### src/rtl/icw_ocw_decoder.sv
// rtl/icw_ocw_decoder.sv - 8259 ICW1-ICW4 init sequencer and OCW1-OCW3 command decoder
// A CPU write commits on the first clk edge that sees WR_n low with CS_n low.
module icw_ocw_decoder #(
   parameter logic [7:0] IMR_RESET = 8'hFF
) (
   input  logic       clk,
   input  logic       rst,
   input  logic       CS_n,
   input  logic       WR_n,
   input  logic       A0,
   input  logic [7:0] DIN,
   output logic [7:0] OCW1,
   output logic [4:0] VEC_ADD,
   output logic       EOI_mode,
   output logic       read_mode,
   output logic [2:0] int_level,
   output logic [2:0] EOI_command,
   output logic       ocw2_valid,
   output logic       poll_cmd,
   output logic       special_mask,
   output logic       single_mode,
   output logic       level_trig,
   output logic [7:0] cascade_cfg,
   output logic       sfnm,
   output logic       init_done
);

   typedef enum logic [2:0] {
      S_IDLE,
      S_ICW2,
      S_ICW3,
      S_ICW4,
      S_READY
   } state_t;

   state_t r_state;
   logic   r_wr_prev;
   logic   r_ic4;

   logic   w_commit;
   logic   w_icw1;

   // r_wr_prev follows WR_n regardless of CS_n, so a held strobe never re-commits
   assign w_commit = !CS_n && !WR_n && r_wr_prev;
   assign w_icw1   = !A0 && DIN[4];

   always_ff @(posedge clk or posedge rst) begin
      if (rst) begin
         r_state      <= S_IDLE;
         r_wr_prev    <= 1'b1;
         r_ic4        <= 1'b0;
         OCW1         <= IMR_RESET;
         VEC_ADD      <= 5'd0;
         EOI_mode     <= 1'b0;
         read_mode    <= 1'b0;
         int_level    <= 3'd0;
         EOI_command  <= 3'd0;
         ocw2_valid   <= 1'b0;
         poll_cmd     <= 1'b0;
         special_mask <= 1'b0;
         single_mode  <= 1'b0;
         level_trig   <= 1'b0;
         cascade_cfg  <= 8'd0;
         sfnm         <= 1'b0;
         init_done    <= 1'b0;
      end else begin
         r_wr_prev  <= WR_n;
         ocw2_valid <= 1'b0;
         poll_cmd   <= 1'b0;
         if (w_commit) begin
            if (w_icw1) begin
               r_ic4        <= DIN[0];
               single_mode  <= DIN[1];
               level_trig   <= DIN[3];
               OCW1         <= 8'h00;
               read_mode    <= 1'b0;
               special_mask <= 1'b0;
               EOI_mode     <= 1'b0;
               sfnm         <= 1'b0;
               cascade_cfg  <= 8'h00;
               init_done    <= 1'b0;
               r_state      <= S_ICW2;
            end else begin
               case (r_state)
                  S_ICW2: if (A0) begin
                     VEC_ADD <= DIN[7:3];
                     if (!single_mode) begin
                        r_state <= S_ICW3;
                     end else if (r_ic4) begin
                        r_state <= S_ICW4;
                     end else begin
                        r_state   <= S_READY;
                        init_done <= 1'b1;
                     end
                  end
                  S_ICW3: if (A0) begin
                     cascade_cfg <= DIN;
                     if (r_ic4) begin
                        r_state <= S_ICW4;
                     end else begin
                        r_state   <= S_READY;
                        init_done <= 1'b1;
                     end
                  end
                  S_ICW4: if (A0) begin
                     EOI_mode  <= DIN[1];
                     sfnm      <= DIN[4];
                     r_state   <= S_READY;
                     init_done <= 1'b1;
                  end
                  S_READY: begin
                     if (A0) begin
                        OCW1 <= DIN;
                     end else if (DIN[4:3] == 2'b00) begin
                        EOI_command <= DIN[7:5];
                        int_level   <= DIN[2:0];
                        ocw2_valid  <= 1'b1;
                     end else begin
                        // only 2'b01 can reach here: DIN[4]=1 was taken as ICW1
                        if (DIN[1]) read_mode <= DIN[0];
                        if (DIN[6]) special_mask <= DIN[5];
                        if (DIN[2]) poll_cmd <= 1'b1;
                     end
                  end
                  default: ;
               endcase
            end
         end
      end
   end

endmodule
### config.mk
export PLATFORM = sky130hd
export DESIGN_NAME = icw_ocw_decoder
export DESIGN_NICKNAME = d
export VERILOG_FILES = /design/src/rtl/icw_ocw_decoder.sv
export SDC_FILE = /design/constraint.sdc
export NUM_CORES = 1
export LEC_CHECK = 0
export BUFFER_PORTS_ARGS = -buffer_cell sky130_fd_sc_hd__buf_2
export CORE_ASPECT_RATIO = 1.25
export CORE_MARGIN = 5
export CORE_UTILIZATION = 30
export CTS_BUF_LIST = sky130_fd_sc_hd__clkbuf_8
export DETAILED_ROUTE_END_ITERATION = 10
export GPL_ROUTABILITY_DRIVEN = 1
export PLACE_DENSITY = 0.49
export SYNTH_ARGS = -nofsm -noshare
export SYNTH_HDL_FRONTEND = slang
export SYNTH_SLANG_ARGS = --single-unit
### constraint.sdc
create_clock -name clk -period 2.6 [get_ports clk]
set_clock_uncertainty 0.05 [all_clocks]
set_input_delay 0.13 -clock clk [delete_from_list [all_inputs] [get_ports clk]]
set_output_delay 0.13 -clock clk [all_outputs]
set_load 0.1 [all_outputs]
==> results list, run 1 <==
- Outcome: complete, no violations
- Setup repair after global routing left no endpoint under its margin.
- After clock tree synthesis, the clock-pin slew on the worst setup and hold paths is 70 ps.
- Critical setup path kind: input pin to register
- The first global-routing pass estimated 7300 um of wire.
- Synthesis produced a netlist whose cell count is 153.
* Proportion of layout cells with a drive suffix above 1: 0.422
- FF-to-FF setup slack: 420 ps
* Max-slew headroom: 0.515
- For this run, asynchronously set or reset flops after synthesis account for 1.00.
- Number of warnings reported in the yosys synthesis log: 0
- Pin count of the biggest net entering global routing: 42
- Sequential cell area: 1040 sq um
- GRT overflow: 0
* Fin cells: 289
- In this run the worst hold path is classified as input pin to register.
- Summed over all cells, the static leakage comes to 1.09 nW.
* Proportion of synthesized chip area in sequential cells: 0.558
* Slew at the pin closest to its max-slew limit: 723 ps
- The tree built by TritonCTS fans out to 41 sinks.
- Starting utilization of the core area: 0.306
- Area overhead of the layout relative to synthesis: 24.0%
* Ratio of routed vias to standard cells: 4.88
- Count of inserted antenna diode cells: 0
- The number of slew-limit violations in the final report came to 0.
- Once the clock tree was built, the resizer swapped 0 gates to a different size.
* CP peak stage delay: 540 ps
- For the worst setup path, the data arrival time is 2340 ps.
* Post-CTS setup buffer count: 0
- The number of antenna violations at the first check in global routing came to 0.
- Critical path buffer and inverter count: 2
- The via count of the first global-routing pass was 1429.
- Static timing analysis puts the maximum clock frequency at 451 MHz.
- Half-perimeter wire length after placement: 3310 um
* Post-synthesis cell type count: 39
- Cell type group with the largest total delay on the critical path: simple AND/OR/NAND/NOR gates
- Critical path cell sequence: dlygate4sd3_1 -> buf_2 -> or3b_1 -> nor4_4 -> and2b_1 -> mux2_4
* Final worst setup slack: 383 ps
- Max IR drop VDD: 0.532 mV
- Weighted congestion reported at the end of routability-driven placement: 0.744
* Antenna viol nets, final: 0
- Drc violations: 0
- Most area-hungry cell type in the Yosys netlist: sky130_fd_sc_hd__dfrtp_1
- Overall Global Routing Usage: 0.118
- Along the worst path, the maximum fanout reaches 7.
- After routing the design area is 2300 sq um.
- The number of placed instances, taps included, is 279.
- Clock tree from TritonCTS: yes
- Worst setup SP type: input pin
* Number of top-level design ports: 49
* Cells taking the most area after synthesis: sky130_fd_sc_hd__dfrtp_1 43%, sky130_fd_sc_hd__dfstp_2 13%, sky130_fd_sc_hd__mux2_2 4.8%
* H-tree depth reported by CTS: 2
* Cell with the biggest individual delay on the critical path: sky130_fd_sc_hd__dlygate4sd3_1
- In this run the tool buffered the top-level ports with 48 buffer cells.
- Post-synth EDFFs: 0
* Detailed Route WL: 4510 um
* Maximum clock insertion buffer count: 2
* Total power: 2.60 mW
* Core area: 6090 sq um
- Die Outline Area: 7880 sq um
* Multi-input gate area: 754 sq um
- The most used flip-flop cell after synthesis is sky130_fd_sc_hd__dfrtp_1.
- CTS Root Cell: sky130_fd_sc_hd__clkbuf_8
- Die Wd: 80.4 um
- Library cell with the highest instance count after synthesis: sky130_fd_sc_hd__dfrtp_1
- Nature of the critical path endpoint: register
- Measured along the y axis, the die boundary spans 98.0 um.
- Synth top area share: 0.431
- In the final routed layout, each cell accounts on average for 15.6 um.
- Final net count: 216
- Total iterations of the first detailed-routing run: 4
- In the synthesized netlist, the cells that appear most often are 32 x sky130_fd_sc_hd__dfrtp_1, 11 x sky130_fd_sc_hd__nand2_1, 9 x sky130_fd_sc_hd__dfstp_2, 9 x sky130_fd_sc_hd__nand3_1.
- The filler cells instantiated in the layout total 642.
* Period Utilization, post-route: 0.853
- In this run, the number of DRC markers left after iteration 0 of detailed routing was 88.
* Minimum clock period after layout: 2220 ps
- Cell row count: 32
* Net count after synthesis: 166
* Data required time at the worst endpoint: 2720 ps
- Clock latency on the worst-skew pair: 280 ps
- TritonCTS created 5 clock buffers.
- Total of flip-flops plus latches after synthesis: 41
* Placement-stage worst setup slack: 405 ps
- Syn Area/Cell: 12.2 sq um
- Setup violations remaining at the end of the flow were counted as 0.
- Netlist area before placement: 1860 sq um
* Final TNS setup: 0 ps
- Vias: 1411
- Post-Place Cell Area: 2170 sq um
- Power density normalized to cell area: 1130 nW/um^2
* Fin. Hold Viols: 0
- Max-capacitance violation count: 0
==> metal layers <==
metal | track usage | up-vias | share of wire
met3 | 0.0295 | 4 | 0.057
met5 | 0 | - | 0
met1 | 0.144 | 701 | 0.42
met2 | 0.196 | 40 | 0.52
met4 | 0.0468 | 0 | 0.010
li1 | - | 666 | -
==> worst reg2reg max path, delay by kind of cell (launching register included) <==
kind / cells / cell delay (ps)
mux: 1 / 330
simple gates: 3 / 1170
flops: 1 / 520
==> power by group <==
group	internal [mW]	switching [mW]	leakage [nW]
clock network	0.309	0.206	0.0626
registers	0.778	0.100	0.522
logic	0.222	0.983	0.509
total	1.31	1.29	1.09
==> placed cells by master, fill, tap and decap left out, drive strengths merged, types with 2 or more instances in the layout <==
master | netlist | layout
or3b | 2 | 2
dfrtp | 32 | 32
and3 | 2 | 2
o221a | 2 | 2
nor3b | 2 | 2
o211ai | 2 | 2
a32o | 2 | 2
clkbuf | 6 | 6
a22o | 7 | 7
nor3 | 3 | 3
o21ai | 8 | 8
and2 | 2 | 2
nand3 | 9 | 9
mux2 | 14 | 14
a21boi | 3 | 3
dlygate4sd3 | 0 | 2
nor2b | 2 | 2
a21oi | 2 | 2
a32oi | 8 | 8
inv | 4 | 5
nand2 | 11 | 11
dfstp | 9 | 9
buf | 3 | 50
nor2 | 7 | 7
==> flip-flops by register name, summed over array words and instances (netlist names), 3 cells and up <==
| signal | count |
|---|---|
| EOI_command | 3 |
| OCW1 | 8 |
| int_level | 3 |
| r_state | 3 |
| cascade_cfg | 8 |
| VEC_ADD | 5 |
==> final cells by class <==
| class | instances | share of cell area |
|---|---|---|
| flip-flops and latches | 41 | 0.450 |
| inverters | 4 | 0.00651 |
| clock inverters | 2 | 0.0147 |
| multi-input cells | 99 | 0.327 |
| well taps | 85 | 0.0461 |
| clock buffers | 6 | 0.0358 |
| repair buffers | 52 | 0.119 |
==> through the flow <==
stage,hold WS [ps],util
floorplan,84.5,-
global placement,212,0.356
detailed placement,213,0.356
CTS,75.3,0.379
global route,75.4,0.379
finish,84.2,0.379
==> worst paths after layout <==
| kind | depth (start not counted) | to | from |
|---|---|---|---|
| setup reg to reg | 4 | int_level[2] | r_wr_prev |
| setup / recovery | 6 | int_level[2] | WR_n |
| min in group asynchronous | 4 | VEC_ADD[0] | rst |
| hold / removal | 2 | cascade_cfg[2] | DIN[2] |
| max in group asynchronous | 4 | OCW1[7] | rst |
| hold reg to reg | 2 | OCW1[7] | OCW1[7] |
==> what timing repair did <==
item                                    CTS  global route
hold buffers                              2             0
endpoints found under the setup margin    0             0
endpoints found under the hold margin    33             0
==> cell families after synthesis <==
family	after synthesis	synth area share
compound gates	39	0.162
buf+inv	13	0.0363
flops	41	0.558
mux	14	0.0969
simple gates	46	0.147
Note: power is estimated with default switching activity, not from simulation.
==> inputs of run 2 (changes only) <==
--- a/config.mk
+++ b/config.mk
@@ -8,11 +8,12 @@
 export BUFFER_PORTS_ARGS = -buffer_cell sky130_fd_sc_hd__buf_2
 export CORE_ASPECT_RATIO = 1.25
 export CORE_MARGIN = 5
-export CORE_UTILIZATION = 30
+export CORE_UTILIZATION = 45
 export CTS_BUF_LIST = sky130_fd_sc_hd__clkbuf_8
+export CTS_CLUSTER_SIZE = 24
 export DETAILED_ROUTE_END_ITERATION = 10
 export GPL_ROUTABILITY_DRIVEN = 1
-export PLACE_DENSITY = 0.49
+export PLACE_DENSITY = 0.69
 export SYNTH_ARGS = -nofsm -noshare
 export SYNTH_HDL_FRONTEND = slang
 export SYNTH_SLANG_ARGS = --single-unit
==> constraint.sdc (replaced) <==
create_clock -name clk -period 2.7 [get_ports clk]
set_clock_uncertainty 0.05 [all_clocks]
set_input_delay 0.135 -clock clk [delete_from_list [all_inputs] [get_ports clk]]
set_output_delay 0.135 -clock clk [all_outputs]
set_load 0.1 [all_outputs]
==> run 2 against run 1 <==
  * Die area decreased by 30%
  * Final cell count shrank 10%
  * Critical path type unchanged
  * Count of clock-buffer cells in the layout decreased by 1
  * Sequential cell count stayed put
==> results list, run 2 (same netlist as run 1, synthesis figures left out) <==
* Starting utilization of the core area: 0.461 (+0.155)
* Height of the chip: 81.9 um (-16%)
* Half-perimeter wire length after placement: 3090 um (-6.6%)
- The total wire length came to 4230 um (-6.2%).
- The tightest slew margin relative to the limit was 0.523 (+0.00749).
- The per-cell routed wire length came to 16.3 um (+4.6%).
- Nature of the critical path endpoint: register
- The via count of the first global-routing pass was 1395 (-2.4%).
- The worst-margin pin slew was 711 ps (-11.2 ps).
- CP peak stage delay: 530 ps (about the same)
* Minimum clock period after layout: 2220 ps
- Clock slew at reported path FFs: 80 ps (about the same)
* Worst setup SP type: input pin
- The number of I/O pins is 49 (unchanged).
- Max-capacitance violation count: 0 (unchanged)
- The routability congestion estimate from global placement is 0.859 (+15%).
* TritonCTS Sinks: 41 (unchanged)
- Max IR drop VDD: 0.414 mV (-22%)
* Leakage power: 1.09 nW (-0.74%)
- The maximum clock path buffer count came to 2 (unchanged).
- The antenna violation net count after detailed routing was 0 (unchanged).
* Critical path buffer and inverter count: 2 (unchanged)
- The number of vias in the routed layout is 1449 (+2.7%).
* Period Utilization, post-route: 0.821
- The top cell types in the final layout, fill and taps aside, are 48 x sky130_fd_sc_hd__buf_2, 32 x sky130_fd_sc_hd__dfrtp_1, 11 x sky130_fd_sc_hd__nand2_1.
- CTS Root Cell: sky130_fd_sc_hd__clkbuf_8
- Proportion of layout cells with a drive suffix above 1: 0.419 (-0.00285)
- The library cell used most frequently in the layout, excluding fill and tap cells, is sky130_fd_sc_hd__buf_2.
- For this design, the slowest cell found on the critical path is sky130_fd_sc_hd__dlygate4sd3_1.
* RSZ-0062 raised after global routing: false
- The ratio of total power to cell area is 1100 nW/um^2 (-2.1%).
- The number of placement rows was 26 (-19%).
- The top fanout value on the critical path came to 7 (unchanged).
* Final Util: 0.558 (+0.180)
- Final TNS setup: 0 ps (unchanged)
* Crit path arrival time: 2350 ps (about the same)
- Overall Global Routing Usage: 0.165 (+0.0477)
- Traced cell by cell, the critical path runs through dlygate4sd3_1 -> buf_2 -> or3b_1 -> nor4_4 -> and2b_1 -> mux2_4.
- Initial antenna violation count: 0 (unchanged)
* Hold crit path type: input pin to register
* Final net count: 215 (-0.46%)
- The count of hold-fix buffers inserted at cts was 2 (unchanged).
- Post-CTS setup buffer count: 0 (unchanged)
- The critical path in this run is classified as input pin to register.
- Number of buffers created by CTS: 5 (unchanged)
- Pin count of the biggest net entering global routing: 42 (unchanged)
* Fin. Hold Viols: 0 (unchanged)
* Count of inserted antenna diode cells: 0 (unchanged)
- The number of violations reported at the end of detailed-routing iteration 0 came to 102 (+16%).
- Cell type group with the largest total delay on the critical path: simple AND/OR/NAND/NOR gates
- The critical path data required time is 2830 ps (+110 ps).
- The via-per-instance ratio was 5.59 (+15%).
- Max Transition Viols Final: 0 (unchanged)
- The die area is 5530 sq um (-30%).
- Resize count post-CTS: 0 (unchanged)
- The final global-route overflow total came to 0 (unchanged).
- The final number of setup-violating endpoints was 0 (unchanged).
- The placeable core region came to 4030 sq um (-34%).
* Highest Clock Rate: 451 MHz
- Total of buffers placed on input and output ports: 48 (unchanged)
- The first-pass GRT wire length came to 6820 um (-6.6%).
* Clock latency on the worst-skew pair: 290 ps (about the same)
- Die Wd: 67.5 um (-16%)
- The H-tree depth came to 2 (unchanged).
* Area overhead of the layout relative to synthesis: 21.1%
* Drc violations: 0 (unchanged)
* Total iterations of the first detailed-routing run: 4 (unchanged)
- The largest registers in the layout are OCW1: 8 flops, cascade_cfg: 8 flops, VEC_ADD: 5 flops.
- TritonCTS built the clock tree.
* Outcome: complete, no violations
## run 2: changes by cell type in the layout (fill, tap and decap cells not counted)
cell                       delta
sky130_fd_sc_hd__buf_4        -1
sky130_fd_sc_hd__clkbuf_8     -1
sky130_fd_sc_hd__clkinv_2     +1
## run 2: power by group
group | switching, mW | internal [mW] | total, mW | leakage, nW
sequential | 0.0940 | 0.749 | 0.843 | 0.522
clock | 0.209 | 0.271 | 0.480 | 0.0593
combinational | 0.949 | 0.213 | 1.16 | 0.505
total | 1.25 | 1.23 | 2.48 | 1.09
## run 2: metal layers
metal	track usage	vias up	wire, um
met4	0.0487	0	47
met5	0	-	0
met2	0.283	62	2100
li1	-	667	-
met1	0.202	716	1700
met3	0.0424	4	382
## run 2: worst reg2reg max path, cell delays in order (launching register included)
cell	delay [ps]
sky130_fd_sc_hd__dfstp_2	530
sky130_fd_sc_hd__or3b_1	500
sky130_fd_sc_hd__nor4_4	280
sky130_fd_sc_hd__and2b_1	390
sky130_fd_sc_hd__mux2_4	340
## run 2: metrics by stage
step	setup slack [ps]	hold slack [ps]	area, sq um	cells	total power [mW]
final	484	77.3	2250	259	2.48
after global routing	373	75.6	2250	259	2.58
after CTS	467	72.4	2250	259	2.50
after detailed placement	500	226	2120	249	2.02
after global placement	566	219	2120	249	2.00
after floorplan	745	89.5	1860	153	1.84
## run 2: final cells by class
type | count | area, sq um
flip-flops and latches | 41 | 1040
clock inverters | 3 | 38.8
well taps | 56 | 70.1
fillers | 381 | 1780
clock buffers | 5 | 68.8
inverters | 4 | 15.0
repair buffers | 51 | 268
multi-input cells | 99 | 754
## run 2: final timing paths
path / start / end / slack [ps] / depth (start not counted)
setup / recovery: WR_n / EOI_command[0] / 480 / 6
hold / removal: DIN[2] / cascade_cfg[2] / 80 / 2
setup reg to reg: r_wr_prev / EOI_command[0] / 510 / 4
hold reg to reg: OCW1[7] / OCW1[7] / 430 / 2
max in group asynchronous: rst / OCW1[7] / 1790 / 4
min in group asynchronous: rst / VEC_ADD[4] / 450 / 4
